===== config.mk =====
export PLATFORM = sky130hd
export DESIGN_NAME = ch77_alarm_logger
export DESIGN_NICKNAME = d
export VERILOG_FILES = /design/src/rtl/ch77_log_pkg.sv /design/src/rtl/ch77_log_fifo.sv /design/src/rtl/ch77_alarm_logger.sv
export SDC_FILE = /design/constraint.sdc
export NUM_CORES = 1
export LEC_CHECK = 0
export ABC_AREA = 1
export BUFFER_PORTS_ARGS = -buffer_cell sky130_fd_sc_hd__buf_2
export CAP_MARGIN = 5
export CORE_MARGIN = 2
export CORE_UTILIZATION = 65
export DETAILED_ROUTE_END_ITERATION = 6
export GPL_TIMING_DRIVEN = 1
export PLACE_DENSITY = 0.84
export SLEW_MARGIN = 5
export SYNTH_ARGS = -nofsm -noshare
export SYNTH_HDL_FRONTEND = slang
export SYNTH_SLANG_ARGS = --single-unit
export TNS_END_PERCENT = 20

===== constraint.sdc =====
create_clock -name SIM_CLK -period 5.5 [get_ports SIM_CLK]
set_clock_uncertainty 0.15 [all_clocks]
set_input_delay 1.375 -clock SIM_CLK [delete_from_list [all_inputs] [get_ports SIM_CLK]]
set_output_delay 1.375 -clock SIM_CLK [all_outputs]
set_load 0.03 [all_outputs]

===== src/rtl/ch77_log_pkg.sv =====
// Shared constants and entry layout for the channel-77 alarm logger.
// Optional build macro: CH77_LOG_DROPCNT_EN (adds the LOG_DROPS counter).
package ch77_log_pkg;

   localparam int ALARM_W   = 9;
   localparam int DEPTH_DEF = 8;
   localparam int TS_W_DEF  = 16;

   // One logged event at the default timestamp width: rising alarm bits in
   // the upper field, timestamp in the lower field.
   typedef struct packed {
      logic [ALARM_W-1:0]  ev;
      logic [TS_W_DEF-1:0] ts;
   } log_entry_t;

endpackage


===== src/rtl/ch77_log_fifo.sv =====
// Entry storage for the alarm logger: circular buffer with show-ahead read.
// A pop on an empty buffer is ignored. A push on a full buffer only lands when
// a pop happens on the same edge. clr empties the buffer and wins over both.
module ch77_log_fifo
   import ch77_log_pkg::*;
#(
   parameter int W     = ALARM_W + TS_W_DEF,
   parameter int DEPTH = DEPTH_DEF
) (
   input  logic                     clk,
   input  logic                     rst_n,
   input  logic                     push,
   input  logic                     pop,
   input  logic                     clr,
   input  logic [W-1:0]             wdata,
   output logic [W-1:0]             rdata,
   output logic                     full,
   output logic                     empty,
   output logic [$clog2(DEPTH):0]   count
);

   localparam int AW = $clog2(DEPTH);
   localparam logic [AW-1:0] PTR_ONE  = 1;
   localparam logic [AW:0]   CNT_ONE  = 1;
   localparam logic [AW:0]   FULL_CNT = (AW+1)'(DEPTH);

   logic [AW-1:0] wr_ptr_q, wr_ptr_d;
   logic [AW-1:0] rd_ptr_q, rd_ptr_d;
   logic [AW:0]   cnt_q, cnt_d;
   logic [W-1:0]  mem_q [DEPTH];
   logic          do_push, do_pop;

   assign empty = (cnt_q == '0);
   assign full  = (cnt_q == FULL_CNT);
   assign count = cnt_q;
   assign rdata = mem_q[rd_ptr_q];

   // Effective push/pop and next pointer/occupancy values.
   always_comb begin
      do_pop   = pop & ~empty & ~clr;
      do_push  = push & (~full | do_pop) & ~clr;
      wr_ptr_d = wr_ptr_q;
      rd_ptr_d = rd_ptr_q;
      cnt_d    = cnt_q;
      if (clr) begin
         wr_ptr_d = '0;
         rd_ptr_d = '0;
         cnt_d    = '0;
      end else begin
         if (do_push) wr_ptr_d = wr_ptr_q + PTR_ONE;
         if (do_pop)  rd_ptr_d = rd_ptr_q + PTR_ONE;
         case ({do_push, do_pop})
            2'b10:   cnt_d = cnt_q + CNT_ONE;
            2'b01:   cnt_d = cnt_q - CNT_ONE;
            default: cnt_d = cnt_q;
         endcase
      end
   end

   // Pointer and occupancy registers; reset empties the buffer.
   always_ff @(posedge clk or negedge rst_n) begin
      if (!rst_n) begin
         wr_ptr_q <= '0;
         rd_ptr_q <= '0;
         cnt_q    <= '0;
      end else begin
         wr_ptr_q <= wr_ptr_d;
         rd_ptr_q <= rd_ptr_d;
         cnt_q    <= cnt_d;
      end
   end

   // Entry storage; contents are only meaningful between the pointers.
   always_ff @(posedge clk) begin
      if (do_push) mem_q[wr_ptr_q] <= wdata;
   end

endmodule


===== src/rtl/ch77_alarm_logger.sv =====
// Channel-77 alarm logger: captures rising alarm bits with a timestamp
// counted from MT01 rising edges and queues them for a host to read.
// Optional build macro: CH77_LOG_DROPCNT_EN adds LOG_DROPS, a saturating
// count of entries lost to a full log.
//
// Host handshake: LOG_RDY is the valid, LOG_ACK the ready. An entry is
// consumed on a clock edge where both are high; LOG_DATA holds the head entry
// and stays stable while LOG_RDY is high and no pop or clear occurs. LOG_ACK
// with LOG_RDY low has no effect.
module ch77_alarm_logger
   import ch77_log_pkg::*;
#(
   parameter int DEPTH = DEPTH_DEF,
   parameter int TS_W  = TS_W_DEF
) (
   input  logic                      SIM_CLK,
   input  logic                      SIM_RST,
   input  logic [ALARM_W-1:0]        ALARM,
   input  logic                      MT01,
   input  logic                      LOG_ACK,
   input  logic                      LOG_CLR,
   output logic                      LOG_RDY,
   output logic [ALARM_W+TS_W-1:0]   LOG_DATA,
   output logic [$clog2(DEPTH):0]    LOG_CNT,
   output logic                      LOG_OVF
`ifdef CH77_LOG_DROPCNT_EN
   ,
   output logic [7:0]                LOG_DROPS
`endif
);

   localparam logic [TS_W-1:0] TS_ONE = 1;

   logic [ALARM_W-1:0] alarm_q, alarm_d;
   logic               mt01_q, mt01_d;
   logic [TS_W-1:0]    ts_q, ts_d;
   logic               ovf_q, ovf_d;
   logic [ALARM_W-1:0] ev;
   logic               push;
   logic               drop;
   logic               fifo_full, fifo_empty;

   // Rising-edge event vector, timestamp tick and overflow bookkeeping.
   always_comb begin
      alarm_d = ALARM;
      mt01_d  = MT01;
      ev      = ALARM & ~alarm_q;
      // The timestamp captured with an event is the pre-increment value.
      ts_d    = (MT01 & ~mt01_q) ? ts_q + TS_ONE : ts_q;
      // A clear discards any event arriving on the same edge.
      push    = (|ev) & ~LOG_CLR;
      // Full means non-empty, so an ACK always frees a slot for the push.
      drop    = push & fifo_full & ~LOG_ACK;
      ovf_d   = LOG_CLR ? 1'b0 : (ovf_q | drop);
   end

   // Edge-detect history, timestamp and sticky overflow.
   always_ff @(posedge SIM_CLK or negedge SIM_RST) begin
      if (!SIM_RST) begin
         alarm_q <= '0;
         mt01_q  <= 1'b0;
         ts_q    <= '0;
         ovf_q   <= 1'b0;
      end else begin
         alarm_q <= alarm_d;
         mt01_q  <= mt01_d;
         ts_q    <= ts_d;
         ovf_q   <= ovf_d;
      end
   end

`ifdef CH77_LOG_DROPCNT_EN
   logic [7:0] drops_q, drops_d;

   // Saturating count of dropped entries.
   always_comb begin
      drops_d = drops_q;
      if (LOG_CLR)                      drops_d = '0;
      else if (drop && drops_q != 8'hFF) drops_d = drops_q + 8'd1;
   end

   // Drop counter register.
   always_ff @(posedge SIM_CLK or negedge SIM_RST) begin
      if (!SIM_RST) drops_q <= '0;
      else          drops_q <= drops_d;
   end

   assign LOG_DROPS = drops_q;
`endif

   ch77_log_fifo #(
      .W     (ALARM_W + TS_W),
      .DEPTH (DEPTH)
   ) u_fifo (
      .clk   (SIM_CLK),
      .rst_n (SIM_RST),
      .push  (push),
      .pop   (LOG_ACK),
      .clr   (LOG_CLR),
      .wdata ({ev, ts_q}),
      .rdata (LOG_DATA),
      .full  (fifo_full),
      .empty (fifo_empty),
      .count (LOG_CNT)
   );

   assign LOG_RDY = ~fifo_empty;
   assign LOG_OVF = ovf_q;

endmodule


==> results.rst <==
.. list-table::
   :header-rows: 1

   * - Metric
     - Value
   * - Num CTS Buffers
     - 23
   * - Detailed router's first-iteration violation count
     - 772
   * - Slew @ Worst Pin
     - 1.12 ns
   * - Setup repair after global routing missed its margin
     - no
   * - Cell count after synthesis
     - 775
   * - Combinational Power Share
     - 17.2%
   * - Max-slew violation count
     - 0
   * - Vias per std cell
     - 6.11
   * - Die Span Y
     - 125 µm
   * - Maxcap violations
     - 0
   * - Post-Syn Nets
     - 795
   * - Yosys warns
     - 0
   * - Shortest clock period the worst path allows after layout
     - 4.55 ns
   * - Cell at the slowest stage of the critical path
     - sky130_fd_sc_hd__dfrtp_2
   * - Static Leakage
     - 4.04 nW
   * - Cell Area, Synth
     - 9580 µm²
   * - Top cells by area, synth
     - sky130_fd_sc_hd__edfxtp_1, sky130_fd_sc_hd__dfrtp_1, sky130_fd_sc_hd__nor2_1
   * - # placed instances
     - 979
   * - Type of origin of the critical path
     - flop
   * - Final setup violation count
     - 0
   * - Antenna Violating Nets Remaining
     - 0
   * - Proportion of total power due to net switching
     - 28.9%
   * - Starting density of the core
     - 66.1%
   * - Achievable Freq
     - 220 MHz
   * - Total of fill cells in the finished design
     - 836
   * - Cell Count, Final, Fillers Out
     - 1,020
   * - Type of the setup path with the least slack
     - flop to output pin
   * - Cell occurring most often along the worst timing path
     - sky130_fd_sc_hd__nand2_1
   * - Total global-route track usage
     - 26.4%
   * - Row cnt
     - 44
   * - Clock root buffer
     - sky130_fd_sc_hd__clkbuf_16
   * - Cts repair resizes
     - 0
   * - Worst stage delay on the critical path
     - 0.69 ns
   * - Total number of vias
     - 6,234
   * - Die Outline Area
     - 15,700 µm²
   * - Clock slew seen by the registers of the worst setup and hold paths
     - 0.06 ns
   * - Fraction of layout instances using a drive strength above 1
     - 14.2%
   * - Total Routed Length
     - 20,600 µm
   * - Clk Latency, worst-skew pair
     - 0.51 ns
   * - DRC violation count after routing
     - 0
   * - Normalized max-slew margin
     - 25.1%
   * - Wire length of the first global-routing pass
     - 32,500 µm
   * - Number of distinct standard cells referenced by the synthesized netlist
     - 32
   * - Worst min-delay path class
     - flop to flop
   * - Nets@finish
     - 840
   * - Buffer count from post-CTS setup fixing
     - 0
   * - Area leader, netlist
     - sky130_fd_sc_hd__edfxtp_1
   * - Clock tree from TritonCTS
     - done
   * - Post-synthesis area per instance
     - 12.4 µm²
   * - I/O pin cnt
     - 45
   * - Number of antenna violations at the first check in global routing
     - 0
   * - Sequential group share of total power
     - 48.3%
   * - List of most frequent post-synthesis cells
     - sky130_fd_sc_hd__edfxtp_1, sky130_fd_sc_hd__nor2_1, sky130_fd_sc_hd__nand2_1
   * - Number of buffers inserted by hold repair at cts
     - 0
   * - Critical path, cell by cell
     - clkinv_2, buf_4, nor2_1, o32ai_1, nand2_1, nand2_1, buf_2
   * - Internal Pwr Total
     - 3.26 mW
   * - Post-synthesis sequential element count
     - 237
   * - EDFF count, synth
     - 200
   * - GP Congestion
     - 0.828
   * - Top cell type's share of synthesized area
     - 62.7%
   * - Worst VDD drop
     - 355 µV
   * - Average detailed-routed wire length per instance
     - 20.2 µm
   * - Relative contribution of the clock network to total power
     - 34.5%
   * - Outcome
     - finished clean
   * - Power density over the cells
     - 428 nW/µm²
   * - Fraction of the cycle the final worst path needs
     - 82.8%
   * - Most used flip-flop cell after synthesis
     - sky130_fd_sc_hd__edfxtp_1
   * - Switching power of the nets
     - 1.32 mW
   * - Sequential element share of the synthesized area
     - 72.4%
   * - Number of antenna diodes
     - 0
   * - Port-buffer cells
     - 44
   * - Pin count of the biggest net entering global routing
     - 103
   * - Final count of hold timing violations
     - 0
   * - Core area
     - 14,500 µm²
   * - Sum of negative setup slack
     - 0 ns
   * - Required arrival time at the worst endpoint
     - 3.97 ns
   * - Proportion of register bits with asynchronous set or reset after synthesis
     - 15.6%
   * - Data arrival at the endpoint of the critical path
     - 3.03 ns
   * - Area growth from synthesis to layout
     - 12.0%
   * - Deepest clock path buffer count
     - 3
   * - Number of clock sinks
     - 237
   * - Pre-antenna DRT Iters
     - 5
   * - Dominant cell by count in the synthesized netlist
     - sky130_fd_sc_hd__edfxtp_1
   * - Endpoint class of the critical path
     - output pin
   * - H-tree level count
     - 1
   * - Chip Width
     - 125 µm
   * - Critical Path Fanout Max
     - 52
   * - Vias in the first global route
     - 6,245
   * - Gr ovfl total
     - 0
   * - Util after Layout
     - 74.0%
   * - Half-perimeter wire length after detailed placement
     - 12,200 µm
metal layers:
layer	GRT usage [%]	vias to the layer above	wire length, µm
met2	44.1	297	10400
met1	35.4	3064	7990
met5	0	-	0
li1	-	2820	-
met3	3.85	53	1560
met4	10.8	0	593
cell usage in the layout, fill, tap and decap left out, drive strengths merged:
cell type    n
a22o         1
dfrtp       37
xnor2        5
nor2       179
clkbuf      29
nand3       13
xor2        11
edfxtp     200
ha           5
bufinv       3
o32ai       50
buf         57
nor3         3
inv         35
nand4        2
clkinv      10
a21o         1
o21ai       58
clkinvlp     1
a21oi        4
fa           1
nand2      131
critical path: cells and delay by family (launching register included):
family | cells | cell delay, ns
buffers and inverters | 3 | 1.09
DFF | 1 | 0.69
AOI/OAI and AO/OA | 1 | 0.37
and+or+nand+nor | 3 | 0.34
state kept, by name, summed over array words and instances (netlist names):
name             count
u_fifo.wr_ptr_q      3
u_fifo.rd_ptr_q      3
u_fifo.count         4
ts_q                16
LOG_OVF              1
alarm_q              9
u_fifo.mem_q       200
mt01_q               1
worst paths after layout:
| kind | cells past startpoint | endpoint | startpoint | slack [ns] |
|---|---|---|---|---|
| max reg2reg | 8 | u_fifo.mem_q[6][24] | alarm_q[2] | 2.52 |
| min reg2reg | 2 | LOG_OVF | LOG_OVF | 0.37 |
| max in group asynchronous | 1 | u_fifo.rd_ptr_q[1] | SIM_RST | 3.68 |
| min | 2 | LOG_OVF | LOG_OVF | 0.37 |
| max | 7 | LOG_DATA[13] | u_fifo.rd_ptr_q[0] | 0.95 |
| min in group asynchronous | 1 | alarm_q[0] | SIM_RST | 0.87 |
cell families (layout without fill, tap and decap cells):
| kind of cell | after synthesis | after routing | synth area share, % |
|---|---|---|---|
| adder cells (fa/ha/maj) | 6 | 6 | 0.862 |
| flip-flops | 237 | 237 | 72.4 |
| XOR/XNOR | 16 | 16 | 1.46 |
| AO/OA/AOI/OAI | 114 | 114 | 7.98 |
| buffers and inverters | 74 | 135 | 3.45 |
| AND/OR/NAND/NOR | 328 | 328 | 13.9 |
power by group through the flow:
| stage | Sequential, mW | Combinational (mW) | Clock [mW] |
|---|---|---|---|
| 2_1_floorplan | 2.21 | 0.598 | 0 |
| 6_report | 2.21 | 0.789 | 1.58 |
| 3_3_place_gp | 2.24 | 0.758 | 0 |
| 3_5_place_dp | 2.25 | 0.785 | 0 |
| 5_1_grt | 2.23 | 0.859 | 1.66 |
| 4_1_cts | 2.21 | 0.792 | 1.59 |
layout make-up:
| cell class | instances | area (µm²) | share of cell area (%) |
|---|---|---|---|
| sequential | 237 | 6930 | 64.7 |
| inverter | 37 | 140 | 1.31 |
| multi-input combinational | 464 | 2330 | 21.8 |
| clock buffer | 29 | 618 | 5.77 |
| tap | 184 | 230 | 2.15 |
| clock inverter | 12 | 146 | 1.37 |
| timing repair buffer | 57 | 318 | 2.96 |
through the flow:
stage | power, mW | worst slack, ns | area, µm² | hold WS, ns
5_1_grt | 4.75 | 0.796 | 10700 | 0.392
3_3_place_gp | 3.00 | 1.65 | 9960 | 0.326
3_5_place_dp | 3.04 | 1.48 | 9960 | 0.368
2_1_floorplan | 2.80 | 1.85 | 9580 | 0.389
4_1_cts | 4.60 | 0.961 | 10700 | 0.383
6_report | 4.59 | 0.945 | 10700 | 0.372
(Power assumes the default switching activity.)
